**src/rtl/cpu_output_pkg.sv**
```systemverilog
// Shared definitions for the board-side CPU output controller:
// pacing FSM state encoding and the active-low seven-segment glyph table.
package cpu_output_pkg;

    typedef enum logic [1:0] {
        STEP_WAIT = 2'd0,
        STEP_FIRE = 2'd1,
        RUN       = 2'd2
    } state_t;

    // All segments off (active-low drive).
    localparam logic [6:0] SEG_BLANK = 7'b1111111;

    // Hex glyphs ordered {g,f,e,d,c,b,a}, active-low; entry 15 is leftmost.
    localparam logic [15:0][6:0] HEX_GLYPH = {
        7'b0001110,   // F
        7'b0000110,   // E
        7'b0100001,   // d
        7'b1000110,   // C
        7'b0000011,   // b
        7'b0001000,   // A
        7'b0010000,   // 9
        7'b0000000,   // 8
        7'b1111000,   // 7
        7'b0000010,   // 6
        7'b0010010,   // 5
        7'b0011001,   // 4
        7'b0110000,   // 3
        7'b0100100,   // 2
        7'b1111001,   // 1
        7'b1000000    // 0
    };

    function automatic logic [6:0] hex_glyph(input logic [3:0] nib);
        return HEX_GLYPH[nib];
    endfunction

endpackage

```
**src/rtl/cpu_output_ctrl_debounce.sv**
```systemverilog
// Push-button conditioner: 2-flop synchroniser, stability counter and a
// one-cycle strobe on each accepted low-to-high transition.
module debounce #(
    parameter int DEBOUNCE_CYCLES = 250000
) (
    input  logic clk,
    input  logic reset_n,
    input  logic raw,
    output logic press
);

    localparam int CW = (DEBOUNCE_CYCLES > 1) ? $clog2(DEBOUNCE_CYCLES) : 1;
    localparam logic [CW-1:0] CNT_LAST = CW'(DEBOUNCE_CYCLES - 1);

    logic          sync_a;
    logic          sync_b;
    logic          level;
    logic [CW-1:0] cnt;

    // Bring the raw button into the clock domain.
    always_ff @(posedge clk or negedge reset_n) begin
        if (!reset_n) begin
            sync_a <= 1'b0;
            sync_b <= 1'b0;
        end else begin
            sync_a <= raw;
            sync_b <= sync_a;
        end
    end

    // Accept a new level only after it has differed from the old one for
    // DEBOUNCE_CYCLES consecutive cycles; any bounce back restarts the count.
    always_ff @(posedge clk or negedge reset_n) begin
        if (!reset_n) begin
            cnt   <= '0;
            level <= 1'b0;
            press <= 1'b0;
        end else begin
            press <= 1'b0;
            if (sync_b == level) begin
                cnt <= '0;
            end else if (cnt == CNT_LAST) begin
                cnt   <= '0;
                level <= sync_b;
                press <= sync_b;
            end else begin
                cnt <= cnt + 1'b1;
            end
        end
    end

endmodule

```
**src/rtl/cpu_output_ctrl.sv**
```systemverilog
// Board-side pacing and display controller for the CPU: generates
// cpu_enable from a debounced step button or a run switch, captures the
// CPU output word onto a 4-digit multiplexed seven-segment display and
// mirrors the low PC byte on LEDs.
// Build option: define LEADING_ZERO_BLANK_EN to blank leading zero digits.
//
// state     | meaning
// ----------+-----------------------------------------------------------
// STEP_WAIT | single-step mode, waiting for a button press or run_sw=1
// STEP_FIRE | emits the one-cycle cpu_enable for a single step
// RUN       | free-running, cpu_enable every RUN_DIV cycles
module cpu_output_ctrl
    import cpu_output_pkg::*;
#(
    parameter int DEBOUNCE_CYCLES = 250000,
    parameter int SCAN_CYCLES     = 50000,
    parameter int RUN_DIV         = 5000000
) (
    input  logic        clk,
    input  logic        reset_n,
    input  logic        step_btn,
    input  logic        run_sw,
    input  logic [15:0] output_port,
    input  logic [7:0]  pc_low,
    output logic        cpu_enable,
    output logic [6:0]  seg,
    output logic [3:0]  an,
    output logic [7:0]  led
);

    localparam int RW = (RUN_DIV > 1) ? $clog2(RUN_DIV) : 1;
    localparam int SW = (SCAN_CYCLES > 1) ? $clog2(SCAN_CYCLES) : 1;
    localparam logic [RW-1:0] RUN_LAST  = RW'(RUN_DIV - 1);
    localparam logic [SW-1:0] SCAN_LAST = SW'(SCAN_CYCLES - 1);

    logic          press;
    logic          run_a;
    logic          run_s;
    state_t        state;
    state_t        state_n;
    logic [RW-1:0] run_cnt;
    logic [RW-1:0] run_cnt_n;
    logic          enable_n;
    logic [15:0]   captured;
    logic [SW-1:0] scan_cnt;
    logic [1:0]    idx;
    logic [3:0]    nibble;
    logic [6:0]    digit_seg;

    debounce #(
        .DEBOUNCE_CYCLES(DEBOUNCE_CYCLES)
    ) u_step_debounce (
        .clk     (clk),
        .reset_n (reset_n),
        .raw     (step_btn),
        .press   (press)
    );

    // The mode switch is a slow level, so synchronising it is enough.
    always_ff @(posedge clk or negedge reset_n) begin
        if (!reset_n) begin
            run_a <= 1'b0;
            run_s <= 1'b0;
        end else begin
            run_a <= run_sw;
            run_s <= run_a;
        end
    end

    // Pacing FSM state, run divider and registered enable.
    always_ff @(posedge clk or negedge reset_n) begin
        if (!reset_n) begin
            state      <= STEP_WAIT;
            run_cnt    <= '0;
            cpu_enable <= 1'b0;
        end else begin
            state      <= state_n;
            run_cnt    <= run_cnt_n;
            cpu_enable <= enable_n;
        end
    end

    // Next state; cpu_enable is computed from the next state so the flop
    // is high exactly during STEP_FIRE and the terminal RUN count.
    always_comb begin
        state_n   = state;
        run_cnt_n = run_cnt;
        case (state)
            STEP_WAIT: begin
                if (run_s) begin
                    state_n   = RUN;
                    run_cnt_n = '0;
                end else if (press) begin
                    state_n = STEP_FIRE;
                end
            end
            STEP_FIRE: begin
                state_n = STEP_WAIT;
            end
            RUN: begin
                if (!run_s) begin
                    state_n   = STEP_WAIT;
                    run_cnt_n = '0;
                end else if (run_cnt == RUN_LAST) begin
                    run_cnt_n = '0;
                end else begin
                    run_cnt_n = run_cnt + 1'b1;
                end
            end
            default: begin
                state_n   = STEP_WAIT;
                run_cnt_n = '0;
            end
        endcase
        enable_n = (state_n == STEP_FIRE) ||
                   ((state_n == RUN) && (run_cnt_n == RUN_LAST));
    end

    // Capture the CPU word only while it is not being advanced; mirror PC.
    always_ff @(posedge clk or negedge reset_n) begin
        if (!reset_n) begin
            captured <= '0;
            led      <= '0;
        end else begin
            if (!cpu_enable) begin
                captured <= output_port;
            end
            led <= pc_low;
        end
    end

    // Digit scan timer and digit index.
    always_ff @(posedge clk or negedge reset_n) begin
        if (!reset_n) begin
            scan_cnt <= '0;
            idx      <= '0;
        end else if (scan_cnt == SCAN_LAST) begin
            scan_cnt <= '0;
            idx      <= idx + 1'b1;
        end else begin
            scan_cnt <= scan_cnt + 1'b1;
        end
    end

    // Glyph for the current digit, with optional leading-zero blanking.
    always_comb begin
        nibble    = captured[{idx, 2'b00} +: 4];
        digit_seg = hex_glyph(nibble);
`ifdef LEADING_ZERO_BLANK_EN
        case (idx)
            2'd1:    if (captured[15:4] == 12'h000) digit_seg = SEG_BLANK;
            2'd2:    if (captured[15:8] == 8'h00) digit_seg = SEG_BLANK;
            2'd3:    if (captured[15:12] == 4'h0) digit_seg = SEG_BLANK;
            default: digit_seg = hex_glyph(nibble);
        endcase
`endif
    end

    // Register anode and segments together so a digit never shows a
    // neighbour's glyph.
    always_ff @(posedge clk or negedge reset_n) begin
        if (!reset_n) begin
            an  <= 4'b1111;
            seg <= SEG_BLANK;
        end else begin
            an  <= ~(4'b0001 << idx);
            seg <= digit_seg;
        end
    end

endmodule

```
**config.mk**
```make
export PLATFORM = sky130hd
export DESIGN_NAME = cpu_output_ctrl
export DESIGN_NICKNAME = d
export VERILOG_FILES = /design/src/rtl/cpu_output_pkg.sv /design/src/rtl/cpu_output_ctrl_debounce.sv /design/src/rtl/cpu_output_ctrl.sv
export SDC_FILE = /design/constraint.sdc
export NUM_CORES = 1
export LEC_CHECK = 0
export ABC_AREA = 1
export BUFFER_PORTS_ARGS = -buffer_cell sky130_fd_sc_hd__buf_2
export CAP_MARGIN = 20
export CORE_MARGIN = 4
export CORE_UTILIZATION = 45
export DETAILED_ROUTE_END_ITERATION = 16
export MAX_ROUTING_LAYER = met4
export PLACE_DENSITY_LB_ADDON = 0.12
export SLEW_MARGIN = 20
export SYNTH_ARGS = -nofsm -noshare
export SYNTH_HDL_FRONTEND = slang
export SYNTH_SLANG_ARGS = --single-unit
```
**constraint.sdc**
```tcl
create_clock -name clk -period 5.5 [get_ports clk]
set_input_delay 0.275 -clock clk [delete_from_list [all_inputs] [get_ports clk]]
set_output_delay 0.275 -clock clk [all_outputs]
set_load 0.05 [all_outputs]
```
# After elaboration in Yosys (flattened, before gate mapping)
# Memories as Yosys holds them, arrays and structs flattened. A register that Yosys moved wholly into a read port is not among the register bits.
# Index checks and enable logic that the tools add are counted.
[word_totals]
wordCells = 51
output_inout_bits = 20
romBits = 112
memories = 1
in_bits = 28
register_bits = 96
[mem_list]
columns = ["memory", "depth", "width", "read_ports", "rd_ports_with_merged_regs", "wr", "line", "rtl"]
rows = [
  ["(no name shown)", 16, 7, 1, 1, 0, "cpu_output_pkg.sv:35", "return HEX_GLYPH[nib];"],
]
[op_classes]
n_reduce_logical = 5
add_sub_neg = 4
bitwise = 2
n_shift = 2
mux = 13
n_eq_ne = 9
[ops]
columns = ["operator", "count"]
rows = [
  ["23-bit 2-to-1 mux", 3],
  ["23-bit case mux with 3 select lines", 1],
  ["23-bit == test (second input constant)", 2],
  ["18-bit 2-to-1 mux", 2],
  ["23-bit by 1-bit adder with 23-bit output (second input constant)", 1],
  ["18-bit by 1-bit adder with 18-bit output (second input constant)", 1],
  ["18-bit == test (second input constant)", 1],
  ["16-bit by 1-bit adder with 16-bit output (second input constant)", 1],
  ["16-bit == test (second input constant)", 1],
  ["16-bit 2-to-1 mux", 1],
  ["16-bit by 5-bit variable part select with 4-bit output", 1],
  ["2-bit 2-to-1 mux", 3],
  ["2-bit by 1-bit == test with 1-bit output (second input constant)", 2],
  ["2-bit == test (second input constant)", 2],
  ["4-bit NOT", 1],
  ["2-bit case mux with 2 select lines", 1],
  ["1-bit by 2-bit << shifter with 4-bit output (first input constant)", 1],
  ["2-bit by 1-bit adder with 2-bit output (second input constant)", 1],
  ["2-bit logical NOT", 1],
  ["1-bit 2-to-1 mux", 2],
  ["2-bit AND reduction", 1],
  ["1-bit == test", 1],
  ["1-bit logical AND", 1],
  ["1-bit logical NOT", 1],
  ["other kinds (2)", 2],
]

# Logic depth before layout (Yosys ltp)
[logic_depth]
ltp_word = 7
mapped_depth = 16

# Modules after synthesis
# From an unflattened synthesis, not the netlist that was laid out.
[hier_totals]
cells_unflattened = 661
area_unflattened_um2 = 5401.4
[by_module_without_submodules]
columns = ["mod", "cells_each", "area_each_um2", "n_inst"]
rows = [
  ["cpu_output_ctrl", 523, 4269.1, 1],
  ["debounce", 138, 1132.3, 1],
]

# Worst setup path before layout
# Ideal clock, no wire load.
[synth_timing]
path_type = "register -> register"
start = "register idx[0]"
end = "register seg[0]"
n_path_buf = 1
t_arrival_ns = 1.787
t_required_ns = 5.414
stages_incl_launch_ff = 11
slack_ns = 3.627
synth_period_minus_slack_ns = 1.873
cell_sequence = "dfrtp_1 buf_2 inv_2 nand2_1 a32oi_1 inv_1 ha_1 inv_1 o21ai_0 a21oi_1 a31oi_1"
[synth_via]
elab_chain_cells = 1
[synth_rtl]
columns = ["element", "line", "rtl"]
rows = [
  ["start: declaration", "cpu_output_ctrl.sv:46", "logic [1:0] idx;"],
  ["start signal: assignment", "cpu_output_ctrl.sv:139", "idx <= idx + 1'b1;"],
  ["16-bit by 5-bit variable part select with 4-bit output", "cpu_output_ctrl.sv:147", "nibble = captured[{idx, 2'b00} +: 4];"],
  ["end: declaration", "cpu_output_ctrl.sv:26", "output logic [6:0] seg,"],
]
# Every way passes these cells.
# A chain may end at the register's enable or synchronous reset.

# Worst setup path in the final report
# Same ends and word-level chain as after synthesis.

==> flow_summary_export.csv <==
group,metric,value,unit
floorplan,num_rows,39,
logic_synthesis,ys_types,40,
power_and_ir_drop,sw_frac_of_total,23.2,%
timing,fin_crit_sh,39.2,%
setup_path,rr_worst_depth,9,
clock_tree,ctsRootBufferMaster,"clkbuf_16",
power_and_ir_drop,power_density,257,nW/um^2
setup_path,slowest_delay,0.50,ns
clock_tree,clkTransAtPathRegs,0.07,ns
setup_path,end_kind,"flop",
logic_synthesis,yosysSeqAreaShare,49.0,%
floorplan,core-area,11500,sq um
global_routing,grt_pass1_wl,18800,microns
detailed_routing,num_vias,4223,
power_and_ir_drop,switching_power,0.358,mW
clock_tree,clock-sinks,103,
power_and_ir_drop,pwr-share-seq,51.1,%
final_layout,mostFrequentLayoutCells,"158 x nand2_1, 92 x inv_1, 92 x dfrtp_1",
setup_path,ff2ff_setup_slack,3.34,ns
placed_design,portBuffers,47,
timing,rsz0062_at_grt,"false",
detailed_routing,wire_per_inst,13.1,microns
floorplan,die_area,13600,sq um
setup_path,timing.rr.start,"idx[0]",
timing,tightest_slew,0.769,ns
setup_path,path_buf_inv,3,
clock_tree,clock_latency,0.35,ns
clock_tree,cts_tree,"done",
detailed_routing,drc,0,
power_and_ir_drop,vdd_drop_max,0.259,mV
final_layout,final_common_cell,"nand2_1",
power_and_ir_drop,p_leak,2.95,nW
floorplan,die_w,116,microns
hold_path,hold_class,"primary input to flop",
floorplan,initial_core_util,46.2,%
setup_path,startpoint_type,"flop",
setup_path,timing.rr.end,"seg[0]",
timing,finalSetupViolCount,0,
timing,hold_violations,0,
detailed_routing,ant_nets,0,
timing,fin_crit,2.16,ns
global_routing,grt_usage,18.0,%
clock_tree,cts_buffer_depth,2,
logic_synthesis,synth-edff-count,0,
final_layout,n_antenna_cell,0,
detailed_routing,viasPerCell,4.99,
global_routing,grt-ovfl-total,0,
final_layout,fillerInstances,1080,
detailed_routing,drt_iter0_drc,308,
logic_synthesis,synth_fp_nets,684,
final_layout,nNetsFinal,739,
power_and_ir_drop,clockPowerShare,42.2,%
detailed_routing,firstDrtPassIters,5,
detailed_routing,wl,11000,microns
hold_path,hp-start,"pc_low[6]",
setup_path,cp_cell_sequence,"inv_2, nand2_1, a32oi_1, inv_1, ha_1, inv_1, o21ai_0, a21oi_1, a31oi_1",
placed_design,dp_hpwl,8160,microns
hold_path,holdPathEnd,"led[6]",
setup_path,crit_family,"compound AO/OA/AOI/OAI gates",
clock_tree,post-cts-setup-buffer-count,0,
logic_synthesis,async_flop_share,100,%
placed_design,place_congestion,0.902,
floorplan,dieHeight,116,microns
logic_synthesis,ys_ff_latch,103,
setup_path,crit_top_cell,"inv_1",
floorplan,ios,48,
timing,fin_skew,0.00834,ns
global_routing,grt_max_degree,64,
final_layout,drive_gt1_share,16.5,%
global_routing,antenna_found_initial,0,
status,status,"completed",
setup_path,worst-path-max-fanout,11,
logic_synthesis,ys_warn_count,0,
hold_path,hold_depth,1,
clock_tree,htree_levels,3,
power_and_ir_drop,intPower,1.19,mW
logic_synthesis,avgSynthCellArea,8.23,sq um
power_and_ir_drop,pwr-share-comb,6.7,%
job,drv_cap,0,
setup_path,crit_required,5.76,ns
timing,slew_violations,0,
setup_path,critPathKind,"flop to flop",
timing,final.setup.tns,0,ns
setup_path,arrival,2.42,ns
timing,max_freq,464,MHz
logic_synthesis,syn_inst,643,
logic_synthesis,synthesis.area,5290,sq um
setup_path,slowest_stage,"dfrtp_1",
power_and_ir_drop,p_total,1.54,mW
final_layout,area_delta_synth_final,13.6,%
clock_tree,cts_made_buffers,9,
logic_synthesis,ys.flop_type,"dfrtp_1",
timing,relSlewSlack,48.7,%
global_routing,grt_pass1_vias,4078,
[worst reg2reg max path, stage by stage, from the launching register on]
cell	delay [ns]
dfrtp_1	0.50
inv_2	0.22
nand2_1	0.08
a32oi_1	0.39
inv_1	0.17
ha_1	0.27
inv_1	0.09
o21ai_0	0.11
a21oi_1	0.19
a31oi_1	0.06
[Yosys cell counts (all sizes together) (3+ instances only)]
cell	n	area share [%]
a21oi	16	1.5
ha	13	3.1
nor3	9	0.95
o21ai	25	2.4
a31oi	4	0.47
buf	4	0.33
nand3	43	4.3
a32oi	3	0.50
nand3b	3	0.43
xor2	15	2.5
nand2	168	13
inv	93	6.6
nor2	99	8.4
dfstp	11	5.5
mux2	16	3.4
nand4	12	1.4
dfrtp	92	43
[state kept, by name, indices dropped and copies added (netlist names)]
signal                  count
state                       2
idx                         2
u_step_debounce.press       1
led                         8
run_s                       1
u_step_debounce.sync_b      1
scan_cnt                   16
captured                   16
cpu_enable                  1
run_a                       1
u_step_debounce.sync_a      1
seg                         7
an                          4
run_cnt                    23
u_step_debounce.cnt        18
u_step_debounce.level       1
[final cells by class]
cell class / count / area (sq um) / share of cell area (%)
Sequential cell: 103 / 2590 / 43.1
Tap cell: 143 / 179 / 2.98
Clock buffer: 12 / 256 / 4.27
Multi-Input combinational cell: 441 / 2330 / 38.7
Timing Repair Buffer: 49 / 255 / 4.24
Clock inverter: 4 / 51.3 / 0.853
Inverter: 94 / 353 / 5.87
[power groups by stage]
stage | sequential [mW] | clock, mW | combinational [mW]
finish | 0.789 | 0.652 | 0.103
global route | 0.791 | 0.706 | 0.115
CTS | 0.789 | 0.676 | 0.105
detailed placement | 0.803 | 0 | 0.105
global placement | 0.803 | 0 | 0.103
floorplan | 0.829 | 0 | 0.0351
[metrics by stage]
step	setup slack (ns)	hold WS [ns]	instance area (sq um)	utilization (%)	cells
after floorplan	3.63	-0.0206	5290	-	643
after global placement	3.53	0.289	5700	49.7	829
after detailed placement	3.37	0.298	5700	49.7	829
after CTS	3.35	0.0127	6010	52.4	846
after global routing	3.13	0.0101	6010	52.4	846
final	3.34	0.0275	6010	52.4	846
[routing by layer]
metal  up-vias  global-route usage (%)  wire length, microns
met5         -                       -                     0
met4         0                    5.96                   195
met3        16                    4.61                   455
met2        79                    28.9                  5360
met1      1978                    22.4                  5030
li1       2150                       -                     -
[worst max path at each step]
stage / startpoint / endpoint / slack (ns) / cells after the start
2_1_floorplan: idx[0] / seg[0] / 3.63 / 10
3_3_place_gp: idx[0] / seg[0] / 3.53 / 9
3_5_place_dp: idx[0] / seg[0] / 3.37 / 9
4_1_cts: idx[0] / seg[0] / 3.35 / 9
5_1_grt: idx[0] / seg[0] / 3.13 / 9
6_report: idx[0] / seg[0] / 3.34 / 9
[timing repair]
action                    in CTS  in global routing
hold endpoints to repair      29                  0
gates resized for setup        0                  0
hold buffers                   1                  0
[logic make-up after synthesis]
| logic type | share of synthesized area [%] |
|---|---|
| buf+inv | 7.07 |
| simple gates | 28.9 |
| flops | 49.0 |
| fa+ha+maj | 3.07 |
| compound gates | 5.82 |
| xor+xnor | 2.81 |
| mux | 3.40 |
Note: power is estimated with default switching activity, not from simulation.
